File: src/rtl/vga_draw_arbiter_pkg.sv
// vga_draw_arbiter_pkg
// Shared constants and types for the VGA rectangle-fill arbiter:
//   - screen size of the 160x120 VGA adapter
//   - requester indices (screen clear, guess pegs, feedback pegs)
//   - arbiter state encoding
//   - 3-bit colour constants
//   - helpers for the round-robin pointer and on-screen clipping
package vga_draw_arbiter_pkg;

  localparam int SCREEN_W = 160;
  localparam int SCREEN_H = 120;

  localparam int REQ_CLEAR    = 0;
  localparam int REQ_GUESS    = 1;
  localparam int REQ_FEEDBACK = 2;

  typedef enum logic [1:0] {
    IDLE = 2'd0,
    DRAW = 2'd1,
    DONE = 2'd2
  } state_t;

  typedef logic [2:0] color_t;

  localparam color_t BLACK = 3'b000;
  localparam color_t WHITE = 3'b111;
  localparam color_t RED   = 3'b100;
  localparam color_t GREEN = 3'b010;

  // Pointer value after granting a one-hot requester: the one just above it, mod 3.
  function automatic logic [1:0] nextPtr(input logic [2:0] grant);
    logic [1:0] ptr;
    ptr = 2'd0;
    case (grant)
      3'b001:  ptr = 2'd1;
      3'b010:  ptr = 2'd2;
      3'b100:  ptr = 2'd0;
      default: ptr = 2'd0;
    endcase
    return ptr;
  endfunction

  // Counters are wider than the screen, so anything at or past the edge is clipped.
  function automatic logic onScreen(input logic [8:0] x, input logic [7:0] y);
    return (x < 9'(SCREEN_W)) && (y < 8'(SCREEN_H));
  endfunction

endpackage

File: src/rtl/vga_draw_arbiter_if.sv
// vga_draw_arbiter_if
// Bundles the requester side and the VGA write port of the draw arbiter.
//   req/req_x/req_y/req_w/req_h/req_color : three packed rectangle requests
//   gnt/done                               : one-hot per-requester pulses
//   busy                                   : arbiter not idle
//   vga_x/vga_y/vga_color/vga_plot         : VGA adapter write port
// master = the requesters/VGA consumer side, slave = the arbiter.
interface vga_draw_arbiter_if;
  import vga_draw_arbiter_pkg::*;

  logic [2:0]  req;
  logic [23:0] req_x;
  logic [20:0] req_y;
  logic [23:0] req_w;
  logic [20:0] req_h;
  logic [8:0]  req_color;

  logic [2:0]  gnt;
  logic [2:0]  done;
  logic        busy;
  logic [7:0]  vga_x;
  logic [6:0]  vga_y;
  color_t      vga_color;
  logic        vga_plot;

  modport master (
    output req, req_x, req_y, req_w, req_h, req_color,
    input  gnt, done, busy, vga_x, vga_y, vga_color, vga_plot
  );

  modport slave (
    input  req, req_x, req_y, req_w, req_h, req_color,
    output gnt, done, busy, vga_x, vga_y, vga_color, vga_plot
  );

endinterface

File: src/rtl/vga_draw_arbiter_rr_select3.sv
// rr_select3
// Combinational three-way round-robin selector.
//   req_i   : pending requests
//   ptr_i   : requester with highest priority this round (0..2)
//   grant_o : one-hot winner, searching upward from ptr_i modulo 3; zero if no request
module rr_select3 (
  input  logic [2:0] req_i,
  input  logic [1:0] ptr_i,
  output logic [2:0] grant_o
);

  // Each pointer value fixes a rotated priority order.
  always_comb begin
    grant_o = 3'b000;
    case (ptr_i)
      2'd1: begin
        if (req_i[1])      grant_o = 3'b010;
        else if (req_i[2]) grant_o = 3'b100;
        else if (req_i[0]) grant_o = 3'b001;
      end
      2'd2: begin
        if (req_i[2])      grant_o = 3'b100;
        else if (req_i[0]) grant_o = 3'b001;
        else if (req_i[1]) grant_o = 3'b010;
      end
      default: begin
        if (req_i[0])      grant_o = 3'b001;
        else if (req_i[1]) grant_o = 3'b010;
        else if (req_i[2]) grant_o = 3'b100;
      end
    endcase
  end

endmodule

File: src/rtl/vga_draw_arbiter.sv
// vga_draw_arbiter
// Arbitrates three rectangle-fill requesters onto one VGA adapter write port.
// A granted rectangle is filled one pixel per cycle in raster order; pixels
// outside the 160x120 screen still take a cycle but are not plotted.
//   clk    : system clock
//   resetn : synchronous, active-low reset
//   bus    : request inputs, gnt/done/busy and the VGA write port (slave side)
module vga_draw_arbiter
  import vga_draw_arbiter_pkg::*;
(
  input  logic               clk,
  input  logic               resetn,
  vga_draw_arbiter_if.slave  bus
);

  state_t      state_q;
  logic [1:0]  ptr_q;
  logic [2:0]  owner_q;
  logic [2:0]  gnt_q;
  logic [2:0]  done_q;
  logic [7:0]  x0_q;
  logic [7:0]  w_q;
  logic [6:0]  y0_q;
  logic [6:0]  h_q;
  logic [8:0]  curX_q;
  logic [7:0]  curY_q;
  color_t      vgaColor_q;
  logic        vgaPlot_q;

  logic [2:0]  grantVec;
  logic [7:0]  selX;
  logic [6:0]  selY;
  logic [7:0]  selW;
  logic [6:0]  selH;
  color_t      selColor;

  logic [8:0]  xLast;
  logic [7:0]  yLast;
  logic [8:0]  nextX_d;
  logic [7:0]  nextY_d;
  logic        zeroSize;
  logic        lastPixel;

  rr_select3 u_rrSelect (
    .req_i   (bus.req),
    .ptr_i   (ptr_q),
    .grant_o (grantVec)
  );

  // Pick the winner's rectangle fields out of the packed request buses.
  always_comb begin
    selX     = bus.req_x[8*REQ_CLEAR +: 8];
    selY     = bus.req_y[7*REQ_CLEAR +: 7];
    selW     = bus.req_w[8*REQ_CLEAR +: 8];
    selH     = bus.req_h[7*REQ_CLEAR +: 7];
    selColor = bus.req_color[3*REQ_CLEAR +: 3];
    case (grantVec)
      3'b010: begin
        selX     = bus.req_x[8*REQ_GUESS +: 8];
        selY     = bus.req_y[7*REQ_GUESS +: 7];
        selW     = bus.req_w[8*REQ_GUESS +: 8];
        selH     = bus.req_h[7*REQ_GUESS +: 7];
        selColor = bus.req_color[3*REQ_GUESS +: 3];
      end
      3'b100: begin
        selX     = bus.req_x[8*REQ_FEEDBACK +: 8];
        selY     = bus.req_y[7*REQ_FEEDBACK +: 7];
        selW     = bus.req_w[8*REQ_FEEDBACK +: 8];
        selH     = bus.req_h[7*REQ_FEEDBACK +: 7];
        selColor = bus.req_color[3*REQ_FEEDBACK +: 3];
      end
      default: ;
    endcase
  end

  // Raster stepping. Widened counters keep x0+w-1 / y0+h-1 from wrapping;
  // xLast/yLast are meaningless for a zero-size rectangle, which zeroSize covers.
  always_comb begin
    xLast     = {1'b0, x0_q} + {1'b0, w_q} - 9'd1;
    yLast     = {1'b0, y0_q} + {1'b0, h_q} - 8'd1;
    zeroSize  = (w_q == 8'd0) || (h_q == 7'd0);
    lastPixel = (curX_q == xLast) && (curY_q == yLast);
    if (curX_q == xLast) begin
      nextX_d = {1'b0, x0_q};
      nextY_d = curY_q + 8'd1;
    end else begin
      nextX_d = curX_q + 9'd1;
      nextY_d = curY_q;
    end
  end

  // Control FSM with registered outputs. The grant edge already loads the first
  // pixel, so gnt and the first plot share the first DRAW cycle.
  always_ff @(posedge clk) begin
    if (!resetn) begin
      state_q    <= IDLE;
      ptr_q      <= 2'd0;
      owner_q    <= 3'b000;
      gnt_q      <= 3'b000;
      done_q     <= 3'b000;
      x0_q       <= 8'd0;
      w_q        <= 8'd0;
      y0_q       <= 7'd0;
      h_q        <= 7'd0;
      curX_q     <= 9'd0;
      curY_q     <= 8'd0;
      vgaColor_q <= BLACK;
      vgaPlot_q  <= 1'b0;
    end else begin
      case (state_q)
        IDLE: begin
          gnt_q     <= 3'b000;
          done_q    <= 3'b000;
          vgaPlot_q <= 1'b0;
          if (grantVec != 3'b000) begin
            state_q    <= DRAW;
            owner_q    <= grantVec;
            gnt_q      <= grantVec;
            ptr_q      <= nextPtr(grantVec);
            x0_q       <= selX;
            w_q        <= selW;
            y0_q       <= selY;
            h_q        <= selH;
            curX_q     <= {1'b0, selX};
            curY_q     <= {1'b0, selY};
            vgaColor_q <= selColor;
            vgaPlot_q  <= (selW != 8'd0) && (selH != 7'd0) &&
                          onScreen({1'b0, selX}, {1'b0, selY});
          end
        end

        DRAW: begin
          gnt_q <= 3'b000;
          if (zeroSize || lastPixel) begin
            state_q   <= DONE;
            done_q    <= owner_q;
            vgaPlot_q <= 1'b0;
          end else begin
            curX_q    <= nextX_d;
            curY_q    <= nextY_d;
            vgaPlot_q <= onScreen(nextX_d, nextY_d);
          end
        end

        DONE: begin
          // Always pass through IDLE so a waiting requester is never granted here.
          state_q   <= IDLE;
          done_q    <= 3'b000;
          vgaPlot_q <= 1'b0;
        end

        default: begin
          state_q   <= IDLE;
          gnt_q     <= 3'b000;
          done_q    <= 3'b000;
          vgaPlot_q <= 1'b0;
        end
      endcase
    end
  end

  assign bus.gnt       = gnt_q;
  assign bus.done      = done_q;
  assign bus.busy      = (state_q != IDLE);
  assign bus.vga_x     = curX_q[7:0];
  assign bus.vga_y     = curY_q[6:0];
  assign bus.vga_color = vgaColor_q;
  assign bus.vga_plot  = vgaPlot_q;

endmodule

File: src/flat_wrapper.sv
// flat-port wrapper written by rule: the top's interface ports become plain ports
module vga_draw_arbiter_flat import vga_draw_arbiter_pkg::*;
  (clk, resetn, bus_req, bus_req_x, bus_req_y, bus_req_w, bus_req_h, bus_req_color, bus_gnt, bus_done, bus_busy, bus_vga_x, bus_vga_y, bus_vga_color, bus_vga_plot);
  vga_draw_arbiter_if bus_i ();
  input  logic clk;
  input  logic resetn;
  input wire logic [$bits(bus_i.req)-1:0] bus_req;
  input wire logic [$bits(bus_i.req_x)-1:0] bus_req_x;
  input wire logic [$bits(bus_i.req_y)-1:0] bus_req_y;
  input wire logic [$bits(bus_i.req_w)-1:0] bus_req_w;
  input wire logic [$bits(bus_i.req_h)-1:0] bus_req_h;
  input wire logic [$bits(bus_i.req_color)-1:0] bus_req_color;
  output wire logic [$bits(bus_i.gnt)-1:0] bus_gnt;
  output wire logic [$bits(bus_i.done)-1:0] bus_done;
  output wire logic [$bits(bus_i.busy)-1:0] bus_busy;
  output wire logic [$bits(bus_i.vga_x)-1:0] bus_vga_x;
  output wire logic [$bits(bus_i.vga_y)-1:0] bus_vga_y;
  output wire logic [$bits(bus_i.vga_color)-1:0] bus_vga_color;
  output wire logic [$bits(bus_i.vga_plot)-1:0] bus_vga_plot;
  assign bus_i.req = bus_req;
  assign bus_i.req_x = bus_req_x;
  assign bus_i.req_y = bus_req_y;
  assign bus_i.req_w = bus_req_w;
  assign bus_i.req_h = bus_req_h;
  assign bus_i.req_color = bus_req_color;
  assign bus_gnt = bus_i.gnt;
  assign bus_done = bus_i.done;
  assign bus_busy = bus_i.busy;
  assign bus_vga_x = bus_i.vga_x;
  assign bus_vga_y = bus_i.vga_y;
  assign bus_vga_color = bus_i.vga_color;
  assign bus_vga_plot = bus_i.vga_plot;
  vga_draw_arbiter u_core (.clk(clk), .resetn(resetn), .bus(bus_i));
endmodule
File: config.mk
export PLATFORM = sky130hd
export DESIGN_NAME = vga_draw_arbiter_flat
export DESIGN_NICKNAME = d
export VERILOG_FILES = /design/src/rtl/vga_draw_arbiter_pkg.sv /design/src/rtl/vga_draw_arbiter_if.sv /design/src/rtl/vga_draw_arbiter_rr_select3.sv /design/src/rtl/vga_draw_arbiter.sv /design/src/flat_wrapper.sv
export SDC_FILE = /design/constraint.sdc
export NUM_CORES = 1
export LEC_CHECK = 0
export CORE_MARGIN = 3
export CORE_UTILIZATION = 40
export DETAILED_ROUTE_END_ITERATION = 10
export GPL_TIMING_DRIVEN = 0
export PLACE_DENSITY = 0.68
export RECOVER_POWER = 100
export SLEW_MARGIN = 40
export SYNTH_ARGS = -nofsm -noshare
export SYNTH_HDL_FRONTEND = slang
export SYNTH_SLANG_ARGS = --single-unit
File: constraint.sdc
create_clock -name clk -period 3.48 [get_ports clk]
set_input_delay 0.522 -clock clk [delete_from_list [all_inputs] [get_ports clk]]
set_output_delay 0.522 -clock clk [all_outputs]
set_load 0.05 [all_outputs]
==> summary.txt, run 1 <==
Fillers: 1104
top cell type's share of synthesized area: 26.4%
Worst path max stage delay: 0.53 ns
Mean Syn Cell Area: 7.69 sq um
Clock Skews: 0.00634 ns
global-route wire length before repair: 26800 um
final setup vio count: 0
Slowest-stage cell, CP: fa_2
starting density of the core: 41.7%
register area share after synthesis: 26.4%
Hold Crit Class: reg2reg
CTS Buf Count: 9
final core utilization: 58.3%
synthesized cell area: 0.00485 sq mm
XOR/XNOR share of the synthesized area: 5.24%
flop2flop setup slack: 0.15 ns
Post-Synth Simple-Gate Area: 16.5%
sequential share of power: 16.6%
met1 Usage GRT: 34.1%
Logic pwr share: 70.2%
# DRC: 0
GRT met2 Usage: 42.2%
startpoint types: flip-flop
Pins Over Slew Limit: 0
worst-path fanout max: 10
net load switching power: 3.86 mW
layout cells sized above 1: 8.09%
Post-synth EDFFs: 0
Area contributors post-synth: dfxtp_1 (26%), ha_1 (8.3%), a211oi_1 (6.0%)
largest family of logic cells by synthesized area: compound AO/OA/AOI/OAI gates
row count: 39
RSZ-0062 raised after global routing: true
Clock power frac: 13.2%
sw frac: 50.2%
Register Area: 0.00128 sq mm
First DRT Iteration DRCs: 421
adder-cell share of the synthesized area: 9.09%
largest net degree at the start of global routing: 14
area leader, netlist: dfxtp_1
Via density: 5.76
clock root buffer: clkbuf_16
area grow syn2layout: 39.7%
pwr/cell area: 1130 mW/mm^2
Port Buffers: 129
vias after detailed routing: 5315
Reg clk slew, reported paths: 0.06 ns
max-cap viol count: 0
post-route clock period utilization: 95.8%
Setup crit end kind: flip-flop
critical-path cell list: inv_1 > ha_1 > inv_1 > ha_2 > fa_2 > xnor2_1 > nand3_1 > nor4b_4 > o311ai_4 > nor2_2 > clkbuf_4 > o211ai_1 > o31a_1 > o32ai_2
YS warnings: 0
Syn Nets: 768
area of the multi-input gates: 0.00314 sq mm
Syn Inst Count: 630
vias in the first global route: 5174
Final HPWL DP: 13600 um
Synth cell types: 58
compound-gate portion of the synthesized area: 30.2%
Synth top cells by count: dfxtp_1 (64), inv_1 (64), nor2_1 (62), a21oi_1 (51)
slew at the pin closest to its max-slew limit: 0.669 ns
highest clock rate: 0.300 GHz
Req. time, crit path: 3.71 ns
Die H: 116 um
WL final: 17200 um
CP Buf/Inv Count: 3
ant diodes: 0
GR Util All Layers: 25.6%
die area: 0.0135 sq mm
IO Pins: 130
cts hold-fix bufs: 0
status: completed
post-synthesis mux area share: 1.88%
initial antenna violation count: 0
Fin. Hold Viols: 0
maximum root-to-sink buffer count: 2
ys flop type: dfxtp_1
htree depth: 3
die width: 116 um
most used cell, CP: inv_1
Nets: 912
layer with the highest usage: met2
crit path kind: reg2reg
Slew headroom: 55.4%
Peak VDD IR: 0.547 mV
clk_lat worst skew: 0.34 ns
grt met3 use: 5.12%
cell leakage power: 2.84 nW
gpl congestion: 0.913
synthesized flop and latch total: 64
core area: 0.0116 sq mm
Worst EP arrival: 3.57 ns
Async SR Flop Fraction: 0%
Final min period: 3.33 ns
post-route ant nets: 0
Int Power: 3.82 mW
grt ovf: 0
CTS tree: built
drt wl/cell: 18.6 um
Setup TNS Final: 0 ns
Num Clock Sinks: 64
CP delay by family, top: adder cells
Initial DRT Pass Iterations: 5
## registers in the layout (all words and copies together), names as in the netlist, 2 cells and up
register and cells:
u_core.bus.vga_color 3, u_core.y0_q 7, u_core.curY_q 8, u_core.ptr_q 2
u_core.x0_q 8, u_core.bus.done 3, u_core.curX_q 9, u_core.w_q 8
u_core.h_q 7, u_core.bus.gnt 3, u_core.owner_q 3, u_core.state_q 2
## path summary, 6_finish.rpt
| kind | to | startpoint | cells past startpoint |
|---|---|---|---|
| max reg2reg | u_core.bus.vga_plot$_SDFF_PN0_ | u_core.w_q[1]$_SDFFE_PN0P_ | 14 |
| max | u_core.bus.vga_plot$_SDFF_PN0_ | u_core.w_q[1]$_SDFFE_PN0P_ | 14 |
| min | u_core.y0_q[4]$_SDFFE_PN0P_ | u_core.y0_q[4]$_SDFFE_PN0P_ | 2 |
| min reg2reg | u_core.y0_q[4]$_SDFFE_PN0P_ | u_core.y0_q[4]$_SDFFE_PN0P_ | 2 |
## kinds of logic (layout without fill, tap and decap cells)
kind of cell,after synthesis,after routing
AOI/OAI and AO/OA,208,208
and+or+nand+nor,166,166
buffers and inverters,120,269
DFF,64,64
adders and majority gates,34,34
xor gates and xnor gates,29,29
muxes,9,9
## power groups by stage
stage | combinational [mW] | sequential, mW | clock [mW]
floorplan | 3.75 | 1.29 | 0
global placement | 4.96 | 1.27 | 0
detailed placement | 5.12 | 1.28 | 0
CTS | 5.21 | 1.26 | 1.01
global route | 5.90 | 1.30 | 1.04
finish | 5.39 | 1.27 | 1.01
## final cells by class
class / count / share of cell area [%]
Buffer: 54 / 3.99
Clock buffer: 9 / 3.33
Clock inverter: 7 / 1.53
Inverter: 65 / 3.60
Multi-Input combinational cell: 446 / 46.3
Sequential cell: 64 / 19.0
Tap cell: 143 / 2.64
Timing Repair Buffer: 134 / 19.6
## metal layers
layer	vias up	wire length (um)
met3	28	1480
met2	274	8030
li1	2535	-
met5	-	0
met4	0	314
met1	2478	7360
## worst register-to-register path: cells and delay by family (launching register included)
kind / cells / cell delay [ns]
fa+ha+maj: 3 / 0.99
compound gates: 4 / 0.75
simple gates: 3 / 0.70
flops: 1 / 0.34
xor+xnor: 1 / 0.11
buf+inv: 3 / 0.33
## cell usage in the layout, fill, tap and decap left out, types with 4 or more instances in the layout
cell type        count
a21o_1              12
nand3_1             14
a22o_1              29
nand2b_1             7
inv_1               64
o211ai_1             5
a22oi_1              7
a211oi_1            36
nand4_1              9
clkbuf_1            34
nor3_1               6
buf_4               21
nor2_1              61
o21ai_0             18
nand2_1             39
and2_1               4
dfxtp_1             62
dlygate4sd3_1       27
a21oi_1             51
xor2_1               7
ha_1                31
mux2i_1              8
and3_1               7
o22ai_1              8
o21a_1               9
xnor2_1             22
clkbuf_16            9
clkdlybuf4s50_1    102
## per-stage QoR
step	setup WS [ns]	area, sq um	hold WS [ns]	total power [mW]	instances
finish	0.146	6770	0.473	7.68	922
global route	-0.0650	6770	0.496	8.25	922
CTS	-0.0483	6680	0.468	7.49	918
detailed placement	-0.110	6320	0.457	6.39	902
global placement	-0.0341	6320	0.452	6.23	902
floorplan	0.335	4850	0.436	5.05	630
## repair_timing
| action | 4_1_cts | 5_1_grt |
|---|---|---|
| pin swaps | 0 | 8 |
| gates resized for setup | 5 | 16 |
| buffers inserted | 0 | 5 |
| setup endpoints to repair | 6 | 17 |
(Power assumes the default switching activity.)
==> run 2, diff against run 1 <==
--- a/config.mk
+++ b/config.mk
@@ -14,4 +14,5 @@
 export SLEW_MARGIN = 40
 export SYNTH_ARGS = -nofsm -noshare
 export SYNTH_HDL_FRONTEND = slang
+export SYNTH_HIERARCHICAL = 1
 export SYNTH_SLANG_ARGS = --single-unit
==> constraint.sdc (replaced) <==
create_clock -name clk -period 3.9 [get_ports clk]
set_input_delay 0.585 -clock clk [delete_from_list [all_inputs] [get_ports clk]]
set_output_delay 0.585 -clock clk [all_outputs]
set_load 0.05 [all_outputs]
==> summary.txt, run 2 <==
register with the most flip-flops: u_core/curX_q (was u_core.curX_q)
Final min period: 3.67 ns (was 3.33 ns)
highest clock rate: 0.273 GHz (was 0.300 GHz)
final setup vio count: 0 (unchanged)
GR Util All Layers: 22.8% (was 25.6%)
hold-critical path depth: 2 (unchanged)
htree depth: 3 (unchanged)
Slowest-stage cell, CP: o32ai_1 (was fa_2)
First DRT Iteration DRCs: 252 (was 421)
ant diodes: 0 (unchanged)
initial antenna violation count: 0 (unchanged)
Initial DRT Pass Iterations: 5 (unchanged)
worst-path fanout max: 10 (unchanged)
status: completed (unchanged)
synthesized cell area: 0.00505 sq mm (was 0.00485 sq mm)
area leader, netlist: dfxtp_1 (unchanged)
clock root buffer: clkbuf_16 (unchanged)
Via density: 5.56 (was 5.76)
CP Buf/Inv Count: 3 (unchanged)
Synth cell types: 71 (was 58)
fin cells: 951 (was 922)
WL final: 16100 um (was 17200 um)
Int Power: 3.13 mW (was 3.82 mW)
DP Area: 0.00655 sq mm (was 0.00632 sq mm)
layout cells sized above 1: 8.68% (was 8.09%)
leading cell type in the layout, fill and taps excluded: clkdlybuf4s50_1 (unchanged)
Num Clock Sinks: 64 (unchanged)
Syn Inst Count: 638 (was 630)
RSZ-0062 raised after global routing: false (was true)
Nets: 918 (was 912)
row count: 40 (was 39)
pwr/cell area: 934 mW/mm^2 (was 1130 mW/mm^2)
placed cell count: 935 (was 902)
max reg flops: 9 (unchanged)
area of the multi-input gates: 0.00322 sq mm (was 0.00314 sq mm)
slew at the pin closest to its max-slew limit: 0.732 ns (was 0.669 ns)
drt wl/cell: 16.9 um (was 18.6 um)
register area share after synthesis: 25.4% (was 26.4%)
sequential share of power: 18.0% (was 16.6%)
Register Area: 0.00128 sq mm (about the same)
Fin. Hold Viols: 0 (unchanged)
top cell type's share of synthesized area: 25.4% (was 26.4%)
core area: 0.0122 sq mm (was 0.0116 sq mm)
Fillers: 1131 (was 1104)
R2R cell count: 14 (unchanged)
sw frac: 50.9% (was 50.2%)
YS warnings: 6 (was 0)
Worst EP arrival: 3.88 ns (was 3.57 ns)
net load switching power: 3.25 mW (was 3.86 mW)
grt ovf: 0 (unchanged)
cts hold-fix bufs: 0 (unchanged)
vias in the first global route: 5292 (was 5174)
Setup TNS Final: 0 ns (unchanged)
clk_lat worst skew: 0.32 ns (was 0.34 ns)
flop2flop setup slack: 0.23 ns (was 0.15 ns)
CTS tree: built (unchanged)
CP delay by family, top: compound AO/OA/AOI/OAI gates (was adder cells)
Slew headroom: 51.0% (was 55.4%)
Setup crit end kind: flip-flop (unchanged)
Pins Over Slew Limit: 0 (unchanged)
maximum root-to-sink buffer count: 2 (unchanged)
Area contributors post-synth: dfxtp_1 (25%), ha_1 (8.4%), a22o_1 (5.2%) (was dfxtp_1 (26%), ha_1 (8.3%), a211oi_1 (6.0%))
startpoint types: flip-flop (unchanged)
Worst path max stage delay: 0.53 ns (about the same)
Post-synth EDFFs: 0 (unchanged)
Final HPWL DP: 13300 um (was 13600 um)
Logic pwr share: 70.5% (was 70.2%)
Async SR Flop Fraction: 0% (unchanged)
ys flop type: dfxtp_1 (unchanged)
Final Cell Area: 0.00683 sq mm (was 0.00677 sq mm)
Clock Skews: 0.00403 ns (was 0.00634 ns)
starting density of the core: 41.5% (was 41.7%)
# DRC: 0 (unchanged)
Clock power frac: 11.5% (was 13.2%)
post-route clock period utilization: 94.0% (was 95.8%)
post-route ant nets: 0 (unchanged)
IO Pins: 130 (unchanged)
critical-path cell list: inv_1 > ha_1 > inv_1 > ha_1 > fa_1 > a211o_1 > nand4_1 > nand3_1 > o32ai_1 > and4bb_1 > o31ai_4 > clkbuf_2 > nand2_1 > a32o_1 (was inv_1 > ha_1 > inv_1 > ha_2 > fa_2 > xnor2_1 > nand3_1 > nor4b_4 > o311ai_4 > nor2_2 > clkbuf_4 > o211ai_1 > o31a_1 > o32ai_2)
Peak VDD IR: 0.333 mV (was 0.547 mV)
Syn Nets: 778 (was 768)
max-cap viol count: 0 (unchanged)
Mean Syn Cell Area: 7.92 sq um (was 7.69 sq um)
synthesized flop and latch total: 64 (unchanged)
commonest cells after routing, fill and taps aside: clkdlybuf4s50_1 (102), inv_1 (70), nor2_1 (64), dfxtp_1 (64), a21oi_1 (51) (was clkdlybuf4s50_1 (102), inv_1 (64), dfxtp_1 (62))
path length in cells of the critical path: 14 (unchanged)
area grow syn2layout: 35.2% (was 39.7%)
worst hold slack: 0.494 ns (was 0.473 ns)
die area: 0.0140 sq mm (was 0.0135 sq mm)
gpl congestion: 0.922 (was 0.913)
global-route wire length before repair: 26000 um (was 26800 um)
CTS Buf Count: 9 (unchanged)
vias after detailed routing: 5289 (was 5315)
Synth top cells by count: inv_1 (70), dfxtp_1 (64), nor2_1 (64), a21oi_1 (51) (was dfxtp_1 (64), inv_1 (64), nor2_1 (62), a21oi_1 (51))
total power: 6.38 mW (was 7.68 mW)
cell leakage power: 2.85 nW (was 2.84 nW)
count leader, synth: inv_1
Req. time, crit path: 4.12 ns (was 3.71 ns)
Hold Crit Class: reg2reg (unchanged)
Port Buffers: 129 (unchanged)
Die H: 118 um (was 116 um)
Reg clk slew, reported paths: 0.06 ns (about the same)
die width: 118 um (was 116 um)
crit path kind: reg2reg (unchanged)
largest net degree at the start of global routing: 12 (was 14)
==> run 2: cell count changes after synthesis, sizes merged, moves of 5 or more <==
cell / before / now
nand2: 40 / 28
o21ai: 19 / 27
a21o: 12 / 4
inv: 64 / 70
clkbuf: 32 / 22
o21a: 9 / 3
buf: 23 / 30
xor2: 7 / 14
xnor2: 22 / 16
o211ai: 5 / 0
mux2i: 8 / 14
==> run 2: power groups by stage <==
stage | Combinational (mW) | Sequential [mW] | Clock, mW
floorplan | 3.35 | 1.16 | 0
global placement | 4.34 | 1.14 | 0
detailed placement | 4.48 | 1.16 | 0
CTS | 4.51 | 1.14 | 0.739
global route | 4.97 | 1.18 | 0.775
finish | 4.50 | 1.15 | 0.731
==> run 2: layer usage <==
| layer | wire length (um) | vias to the layer above | GRT usage, % |
|---|---|---|---|
| met2 | 7640 | 208 | 39.3 |
| li1 | - | 2573 | - |
| met4 | 423 | 0 | 8.25 |
| met1 | 6780 | 2478 | 28.2 |
| met3 | 1260 | 30 | 4.35 |
| met5 | 0 | - | 0 |
==> run 2: timing repair <==
| item | 4_1_cts | 5_1_grt |
|---|---|---|
| setup buffers | 0 | 0 |
| setup endpoints to repair | 0 | 9 |
| resized for setup | 0 | 2 |
==> run 2: layout make-up <==
class / count / share of cell area [%]
Buffer: 52 / 4.20
Clock buffer: 10 / 3.50
Clock inverter: 6 / 0.513
Inverter: 70 / 3.85
Multi-Input combinational cell: 452 / 47.2
Sequential cell: 64 / 18.8
Tap cell: 168 / 3.08
Timing Repair Buffer: 129 / 18.9
==> run 2: per-stage QoR <==
step / util [%] / setup WS [ns]
after floorplan: - / 0.839
after global placement: 53.9 / -0.110
after detailed placement: 53.9 / -0.112
after CTS: 56.1 / 0.0899
after global routing: 56.1 / 0.00426
final: 56.1 / 0.233
==> run 2: final timing paths <==
kind	startpoint	to
setup / recovery	u_core/y0_q[1]$_SDFFE_PN0P_	u_core/curY_q[5]$_SDFFE_PN0P_
hold / removal	u_core/bus.gnt[2]$_SDFFE_PN0P_	u_core/bus.gnt[2]$_SDFFE_PN0P_
setup reg to reg	u_core/y0_q[1]$_SDFFE_PN0P_	u_core/curY_q[5]$_SDFFE_PN0P_
hold reg to reg	u_core/bus.gnt[2]$_SDFFE_PN0P_	u_core/bus.gnt[2]$_SDFFE_PN0P_
==> run 2: worst min-delay path: cells and delay by family (launching register included) <==
| family | cells | cell delay, ns |
|---|---|---|
| muxes | 1 | 0.07 |
| DFF | 1 | 0.32 |
| and+or+nand+nor | 1 | 0.07 |
==> run 2: kinds of logic after synthesis <==
family                     Yosys count  synth area share, %
AOI/OAI and AO/OA                  203                 29.3
xor gates and xnor gates            30                 5.35
and+or+nand+nor                    168                 16.9
DFF                                 64                 25.4
muxes                               15                 3.00
adders and majority gates           36                 9.21
buffers and inverters              122                 10.9
==> patch: new RTL, flow settings as in run 2 <==
`REQ_FEEDBACK`: 2 -> 1.
--- a/src/rtl/vga_draw_arbiter_pkg.sv
+++ b/src/rtl/vga_draw_arbiter_pkg.sv
@@ -14,3 +14,3 @@
   localparam int REQ_GUESS    = 1;
-  localparam int REQ_FEEDBACK = 2;
+  localparam int REQ_FEEDBACK = 1;
 
Formal check against the unedited RTL: not equivalent (a bounded check fails within 4 cycles, from zero or initial values and one cycle with resetn low).
==> patch against run 2 <==
- total power increased by 2.0%
- sequential cell count unchanged
- worst setup slack got worse by 0.017 ns
- cell area decreased by 9.4%
- non-clock buffer count decreased by 40
- first-iteration DRC count increased by 4.0%
- routed wire length decreased by 13%
- area after synthesis decreased by 6.6%
- synthesized cell count decreased by 9.2%
- critical path type unchanged
- largest power group unchanged
- highest routed layer unchanged
==> patch: results (changes against run 2) <==
| Metric | Value |
|---|---|
| M3 GR Usage | 3.22% (was 4.35%) |
| Fraction of area in multi-input gates | 47.5% (was 47.2%) |
| Rel. slew slack | 47.0% (was 51.0%) |
| Gpl congestion | 0.904 (was 0.922) |
| Final Core Density | 54.0% (was 56.1%) |
| Clk. pwr | 0.942 mW (was 0.731 mW) |
| Met3 WL | 773 µm (was 1260 µm) |
| Die ar. | 13100 µm² (was 14000 µm²) |
| Status | finished clean (unchanged) |
| Slack of the worst reg-to-reg path | 0.22 ns (was 0.23 ns) |
| Psw | 3.21 mW (was 3.25 mW) |
| Clock buf/inv share | 5.66% (was 4.01%) |
| Placed insts | 817 (was 935) |
| Worst vdd ir | 0.000889 V (was 0.000333 V) |
| Met2 wire len | 6970 µm (was 7640 µm) |
| WHS Endpoint | u_core/bus.done[0]$_SDFFE_PN0P_ (was u_core/bus.gnt[2]$_SDFFE_PN0P_) |
| Pleak | 2.51 nW (was 2.85 nW) |
| Mapped Nets | 719 (was 778) |
| CLK BUF | 9 (was 10) |
| Routing usage on met2 | 35.7% (was 39.3%) |
| Met1 global-route usage | 27.4% (was 28.2%) |
| Reg2reg start | u_core/x0_q[1]$_SDFFE_PN0P_ (was u_core/y0_q[1]$_SDFFE_PN0P_) |
| DP HPWL | 11000 µm (was 13300 µm) |
| Share of cells above drive strength 1 | 8.70% (was 8.68%) |
| GRT Total Usage | 21.1% (was 22.8%) |
| Cell-internal power | 3.30 mW (was 3.13 mW) |
| Dpl cell area | 5850 µm² (was 6550 µm²) |
| Top cells by count, synth | 75 x nor2_1, 64 x dfxtp_1, 62 x inv_1 (was 70 x inv_1, 64 x dfxtp_1, 64 x nor2_1) |
| Synth Instances | 579 (was 638) |
| Vias in the first global route | 4488 (was 5292) |
| Multi-input gates | 406 (was 452) |
| Yosys cell types | 64 (was 71) |
| Hold path startpoint | u_core/owner_q[0]$_SDFFE_PN0P_ (was u_core/bus.gnt[2]$_SDFFE_PN0P_) |
| Pin count of the biggest net entering global routing | 14 (was 12) |
| Fin nets | 825 (was 918) |
| CP max FO | 10 (unchanged) |
| WP data arrival | 3.91 ns (was 3.88 ns) |
| First-pass GRT wire length | 22200 µm (was 26000 µm) |
| Via count | 4588 (was 5289) |
| Post-Route WL | 14100 µm (was 16100 µm) |
| RR Endpoint | u_core/bus.vga_plot$_SDFF_PN0_ (was u_core/curY_q[5]$_SDFFE_PN0P_) |
| Final hold slack | 0.483 ns (was 0.494 ns) |
| Buffers on Ports | 95 (was 129) |
| Inverters | 63 (was 70) |
[patch: changes by cell type after synthesis, sizes merged, moves of 5 or more]
cell / change
a21oi: -19
a22o: -30
and2: -5
buf: -7
inv: -8
mux2i: +24
nand2: -7
nor2: +10
o211ai: +6
o21ai: -6
xnor2: +9
[patch: logic make-up (layout without fill, tap and decap cells)]
logic type	Yosys count	in the layout	share of synthesized area, %
compound gates	128	128	18.9
xor+xnor	36	36	6.85
fa+ha+maj	36	36	9.87
buf+inv	109	220	10.5
flops	64	64	27.2
mux	43	43	9.26
simple gates	163	163	17.5
[patch: critical path: stages, from the launching register on]
cell      delay, ns
dfxtp_1        0.38
inv_1          0.06
ha_1           0.27
inv_1          0.04
ha_1           0.23
fa_1           0.42
a211oi_1       0.37
nor2_1         0.12
xnor2_1        0.17
nor4_4         0.39
nand3_1        0.26
clkbuf_4       0.29
nor4b_2        0.23
nor3_1         0.09
o31ai_1        0.29
